`config.mk`:
```
export PLATFORM = sky130hd
export DESIGN_NAME = if_id_ctrl
export DESIGN_NICKNAME = d
export VERILOG_FILES = /design/src/rtl/if_id_ctrl.sv
export SDC_FILE = /design/constraint.sdc
export NUM_CORES = 1
export LEC_CHECK = 0
export ABC_AREA = 1
export CELL_PAD_IN_SITES_DETAIL_PLACEMENT = 2
export CELL_PAD_IN_SITES_GLOBAL_PLACEMENT = 2
export CORE_UTILIZATION = 34
export DETAILED_ROUTE_END_ITERATION = 7
export DONT_BUFFER_PORTS = 1
export PLACE_DENSITY_LB_ADDON = 0.1
export SETUP_SLACK_MARGIN = 0.4
export SLEW_MARGIN = 10
export SYNTH_ARGS = -nofsm -noshare
export SYNTH_HDL_FRONTEND = slang
export SYNTH_SLANG_ARGS = --single-unit
export TNS_END_PERCENT = 50
```
`constraint.sdc`:
```
create_clock -name clk_i -period 2.9 [get_ports clk_i]
set_clock_uncertainty 0.1 [all_clocks]
set_input_delay 0.145 -clock clk_i [delete_from_list [all_inputs] [get_ports clk_i]]
set_output_delay 0.145 -clock clk_i [all_outputs]
set_load 0.01 [all_outputs]
```
`src/rtl/if_id_ctrl.sv`:
```
// Front-end controller for PC / IF_ID: stall, hold, flush and bubble generation with deferred
// branch redirect across an outstanding I-fetch. Optional perf counters under `PERF_CNT_EN`.
module if_id_ctrl #(
  parameter int ADDR_W = 32,
  parameter int REG_W  = 5
`ifdef PERF_CNT_EN
  ,
  parameter int CNT_W  = 32
`endif
) (
  input  logic              clk_i,
  input  logic              rst_i,
  input  logic              icache_stall_i,
  input  logic              dcache_stall_i,
  input  logic              branch_taken_i,
  input  logic [ADDR_W-1:0] target_i,
  input  logic              ex_memread_i,
  input  logic [REG_W-1:0]  ex_rt_i,
  input  logic [REG_W-1:0]  id_rs_i,
  input  logic [REG_W-1:0]  id_rt_i,
  output logic              pc_enable_o,
  output logic              pc_sel_o,
  output logic [ADDR_W-1:0] pc_target_o,
  output logic              hz_o,
  output logic              flush_o,
  output logic              bubble_o,
  output logic              stall_all_o
`ifdef PERF_CNT_EN
  ,
  output logic [CNT_W-1:0]  perf_stall_o,
  output logic [CNT_W-1:0]  perf_flush_o
`endif
);

  typedef enum logic [1:0] {
    RUN      = 2'd0,
    IMISS    = 2'd1,
    IMISS_RD = 2'd2
  } state_e;

  state_e              state_q, state_d;
  logic [ADDR_W-1:0]   target_q, target_d;
  logic                lu;

  assign lu = ex_memread_i && (ex_rt_i != '0) &&
              ((ex_rt_i == id_rs_i) || (ex_rt_i == id_rt_i));

  always_ff @(posedge clk_i or negedge rst_i) begin
    if (!rst_i) begin
      state_q  <= RUN;
      target_q <= '0;
    end else begin
      state_q  <= state_d;
      target_q <= target_d;
    end
  end

  always_comb begin
    state_d     = state_q;
    target_d    = target_q;
    pc_enable_o = 1'b1;
    pc_sel_o    = 1'b0;
    hz_o        = 1'b0;
    flush_o     = 1'b0;
    bubble_o    = 1'b0;
    stall_all_o = 1'b0;

    if (dcache_stall_i) begin
      stall_all_o = 1'b1;
      hz_o        = 1'b1;
      pc_enable_o = 1'b0;
    end else begin
      unique case (state_q)
        RUN, IMISS: begin
          if (state_q == IMISS && icache_stall_i) begin
            // Still waiting on the original fetch; a branch now must be replayed later.
            pc_enable_o = 1'b0;
            if (lu) begin
              hz_o     = 1'b1;
              bubble_o = 1'b1;
            end else begin
              flush_o = 1'b1;
              if (branch_taken_i) begin
                target_d = target_i;
                state_d  = IMISS_RD;
              end
            end
          end else begin
            state_d = RUN;
            if (lu) begin
              pc_enable_o = 1'b0;
              hz_o        = 1'b1;
              bubble_o    = 1'b1;
            end else if (icache_stall_i && branch_taken_i) begin
              target_d    = target_i;
              pc_enable_o = 1'b0;
              flush_o     = 1'b1;
              state_d     = IMISS_RD;
            end else if (icache_stall_i) begin
              pc_enable_o = 1'b0;
              flush_o     = 1'b1;
              state_d     = IMISS;
            end else if (branch_taken_i) begin
              flush_o = 1'b1;
            end
          end
        end
        IMISS_RD: begin
          if (icache_stall_i) begin
            pc_enable_o = 1'b0;
            if (lu) begin
              hz_o     = 1'b1;
              bubble_o = 1'b1;
            end else begin
              flush_o = 1'b1;
            end
          end else begin
            // Word just delivered belongs to the not-taken path: drop it and redirect.
            flush_o  = 1'b1;
            pc_sel_o = 1'b1;
            state_d  = RUN;
          end
        end
        default: state_d = RUN;
      endcase
    end
  end

  assign pc_target_o = target_q;

`ifdef PERF_CNT_EN
  logic [CNT_W-1:0] stall_cnt_q, stall_cnt_d;
  logic [CNT_W-1:0] flush_cnt_q, flush_cnt_d;

  always_comb begin
    stall_cnt_d = stall_cnt_q;
    flush_cnt_d = flush_cnt_q;
    if (!pc_enable_o && (stall_cnt_q != '1)) stall_cnt_d = stall_cnt_q + CNT_W'(1);
    if (flush_o && (flush_cnt_q != '1))      flush_cnt_d = flush_cnt_q + CNT_W'(1);
  end

  always_ff @(posedge clk_i or negedge rst_i) begin
    if (!rst_i) begin
      stall_cnt_q <= '0;
      flush_cnt_q <= '0;
    end else begin
      stall_cnt_q <= stall_cnt_d;
      flush_cnt_q <= flush_cnt_d;
    end
  end

  assign perf_stall_o = stall_cnt_q;
  assign perf_flush_o = flush_cnt_q;
`endif

endmodule

```
Yosys cells after proc, flatten, opt, wreduce, memory -nomap -nowiden --
Index checks and enable logic that the tools add are counted.
Word-level totals: ROM bits 0, flip-flop bits (word level) 34, memories kept 0, output and inout port bits 38, RAM bits 0, bits in latches 0
Cells by class: bitwise logic cells 2, magnitude comparators 0, reduce and logical (&&, ||, !) cells 11, multiply operators 0, divide/modulo/power cells 0, equal/unequal tests 8, shift-type cells 0, $add $sub $neg 0, mux-type cells 36
Operators by type and width (count):
- $mux 32 | 5
- $mux 1 | 21
- $mux 2 | 6
- $eq 5x5->1 | 2
- $ne 3x3->1 const B | 2
- $pmux 1 s2 | 3
- $reduce_and 5->1 | 1
- $reduce_bool 5->1 | 1
- $logic_and 1x1->1 | 4
- $ne 2x2->1 const B | 2
- $pmux 2 s2 | 1
- $reduce_and 4->1 | 1
- $eq 2x1->1 const B | 1
- $eq 2x2->1 const B | 1
- $logic_not 2->1 | 1
- $not 1->1 | 2
- $reduce_bool 2->1 | 1
- $reduce_or 2->1 | 1
- $logic_or 1x1->1 | 1

Depth between registers and ports, before layout --
word-level depth 7, gate-level depth with buffers 11, gate-level depth less buffers 10

Worst setup path before layout --
OpenSTA, ideal clock, no wires.
path kind register to register, start reg state_q[1], end reg target_q[0], in the netlist pc_target_o[0], library setup time 117 ps, arrival 1143 ps, setup slack 1541 ps, required time 2683 ps, cell stages (with the launch flop) 8, buffers on the path 1, path through dfrtp_1 inv_2 nand2_1 nor3_4 nand2_4 buf_6 nand2_1 nand2_1
Between the ends: word-level cells in the longest chain between the ends 4, elaborated cells between the ends (all ways) 8
Ends and longest elaborated chain:
- start, declared | RTL line 41 | state_e state_q, state_d;
- start signal, assigned | RTL line 53 | state_q <= state_d;
- $eq 2x1->1 | RTL line 73, 75
- $logic_and 1x1->1 | RTL line 75 | if (state_q == IMISS && icache_stall_i) begin
- $ne 2x2->1 (no source line) / $reduce_bool 2->1 (equally long branches)
- $reduce_and 5->1 (no source line)
- end signal, assigned | RTL line 54 | target_q <= target_d;
- end, declared | RTL line 42 | logic [ADDR_W-1:0] target_q, target_d;
Several ways; a longest one is shown, not always the timed one. A chain may end at the register's enable or synchronous reset.

Final worst setup path --
start reg state_q[1], end reg target_q[9], in the netlist pc_target_o[9]
The elaborated chain is that of the path after synthesis.

==> results.ini <==
[min_path]
min_from=icache_stall_i
hp-class=input pin to flop
min_path_cells=4
hold_end=state_q[0]$_DFFE_PN0P_

[synthesis]
ys_types=19
yosys-top-cells-area=dfrtp_1 50%, nand2_1 20%, nand3_1 11%
ys_warn_count=0
netlist.area_leader.share_pct=49.74
seq_area_frac_synth_pct=49.74
synth_seq_cells=34
syn_inst=225
syn_area_per_cell_um2=7.602
synth_area_um2=1710
yosys.area.top_type=dfrtp_1
synthesis.nets=278

[timing]
rsz0062_at_grt=false
holdWs_ns=0.1342
setup_tns_ns=0
final_hold_viol_count=0
setup-violations-final=0
drv_slew=0
relSlewSlack_pct=65.33
final.period_utilization_pct=63.83
tightest_slew_ns=0.5153
min_period_ns=1.851
fmax_mhz=540.2

[finish]
n_antenna_cell=0
drive_above_1_share_pct=6.950
finalNonFillerCells=326
fin_area_um2=2175
synthToLayoutAreaGrowth_pct=27.14
final_common_cell=nand2_1
nNetsFinal=311
layout_common_cells=93 x nand2_1, 38 x nand3_1, 34 x dfrtp_1

[cts]
cts.sinks=34
numCtsBuffers=5
cts_setup_buffers=0
cts-root-buf=clkbuf_8
clk_latency_ns=0.28
cts_tree=yes
htree_levels=2
clk_pin_slew_ns=0.08
clock_path_buffers=2

[worst_setup_path]
crit_buf_inv=2
critical_path.max_stage_delay_ns=0.44
crit_path_end_kind=flop
r2r_cells=7
cp_top_family=simple AND/OR/NAND/NOR gates
path_common_cell=nand2_1
r2r-start=state_q[1]$_DFFE_PN0P_
cp_max_fo=33
critPathRequiredTime_ns=2.98
worstSetupStartpointType=flop
worstSetupPathType=flop to flop
reg2reg_slack_ns=1.05
critical_path.slowest_cell=dfrtp_1
reg2reg_to=pc_target_o[9]$_DFFE_PN0P_
crit_cells=7
path_cells=inv_2 > nand2_1 > nor3_4 > buf_4 > nand2_4 > nand2_1 > nand2_1
crit_arrival_ns=1.93

[power]
ir_worst_vdd_mv=0.2263
cellLeakagePower_nw=1.164
p_total_mw=1.286
power_density_nw_per_um2=591.5

[flow_run]
maxCapViolations=0

[global_routing]
grt_pass1_wl_um=9177
grt_usage_pct=23.43
antenna_found_initial=0
grt.overflow.total=0
grt_pass1_vias=1851
grt_max_degree=38

[detailed_routing]
drt_iter0_markers=22
routed_wl_um=5725
drc=0
met1Wirelength_um=2217
vias=1645
drt-pass1-iter-count=3
top_layer=met4
antenna_left=0
routed_via_density=5.046
wl_met2_um=3044
dr_wl_met3_um=371
wire_per_inst_um=17.56

[outcome]
outcome=finished clean

[die]
die-area_um2=5318
die-width_um=72.93
ios=91
dieHeight_um=72.93
core-area_um2=4786
rows=25
start_util_pct=35.74

[placed_design]
place_congestion=0.7353
post-dp-hpwl_um=3724
placed_area_um2=1738
port_buffers=0
dp.cells=284

[routing by layer]
| metal | vias up | track usage, % |
|---|---|---|
| met5 | - | 0 |
| met4 | 0 | 9.150 |
| met3 | 9 | 5.939 |
| met2 | 58 | 42.99 |
| met1 | 808 | 25.81 |
| li1 | 770 | - |
[cells by family (layout without fill, tap and decap cells)]
| kind of cell | Yosys count | count (layout) | share of synthesized area [%] |
|---|---|---|---|
| and+or+nand+nor | 149 | 149 | 37.67 |
| buffers and inverters | 31 | 65 | 8.778 |
| AOI/OAI and AO/OA | 9 | 9 | 2.780 |
| xor gates and xnor gates | 2 | 2 | 1.024 |
| DFF | 34 | 34 | 49.74 |
[per-stage QoR]
| step | utilization, % | setup slack, ns |
|---|---|---|
| 5_1_grt | 45.44 | 0.8802 |
| 3_5_place_dp | 36.31 | 1.099 |
| 4_1_cts | 45.44 | 1.091 |
| 6_report | 45.44 | 1.049 |
| 2_1_floorplan | - | 1.541 |
| 3_3_place_gp | 36.31 | 1.272 |
[synthesized netlist by cell type]
library cell   n
nand2_1       93
nand3_1       38
dfrtp_1       34
inv_1         17
nor2_1        10
buf_2          6
o21ai_0        6
inv_2          4
buf_6          3
a21oi_1        2
nand2_4        2
nor3_1         2
xnor2_1        2
buf_4          1
nand2_2        1
nand4_1        1
nor3_4         1
nor4_1         1
o211ai_1       1
[worst reg2reg max path, delay by kind of cell, from the launching register on]
kind | cells | cell delay, ns
simple gates | 5 | 0.81
flops | 1 | 0.44
buf+inv | 2 | 0.39
[final cells by class]
cell class | count | area (um^2)
inverters | 21 | 78.83
repair buffers | 36 | 365.4
clock inverters | 2 | 13.76
multi-input cells | 160 | 709.4
fillers | 555 | 2611
clock buffers | 6 | 72.57
well taps | 67 | 83.83
flip-flops and latches | 34 | 850.8
[worst max path at each step]
stage                                        endpoint              startpoint
final                      pc_target_o[9]$_DFFE_PN0P_  state_q[1]$_DFFE_PN0P_
after global routing       pc_target_o[9]$_DFFE_PN0P_  state_q[1]$_DFFE_PN0P_
after CTS                  pc_target_o[0]$_DFFE_PN0P_  state_q[1]$_DFFE_PN0P_
after detailed placement   pc_target_o[0]$_DFFE_PN0P_  state_q[1]$_DFFE_PN0P_
after global placement    pc_target_o[29]$_DFFE_PN0P_              ex_rt_i[1]
after floorplan            pc_target_o[0]$_DFFE_PN0P_  state_q[1]$_DFFE_PN0P_
[sequential cells by signal (all words and copies together) (netlist names)]
signal and count:
pc_target_o 32, state_q 2
[report_power, final]
part | internal, mW | switching, mW
Combinational | 0.0932 | 0.133
Clock | 0.169 | 0.182
Sequential | 0.575 | 0.134
Total | 0.838 | 0.449
[repair_timing]
action | in CTS | in global routing
endpoints found under the hold margin | 66 | 0
resized for setup | 0 | 0
hold buffers | 34 | 0
Power figures use the tool's default switching activity.
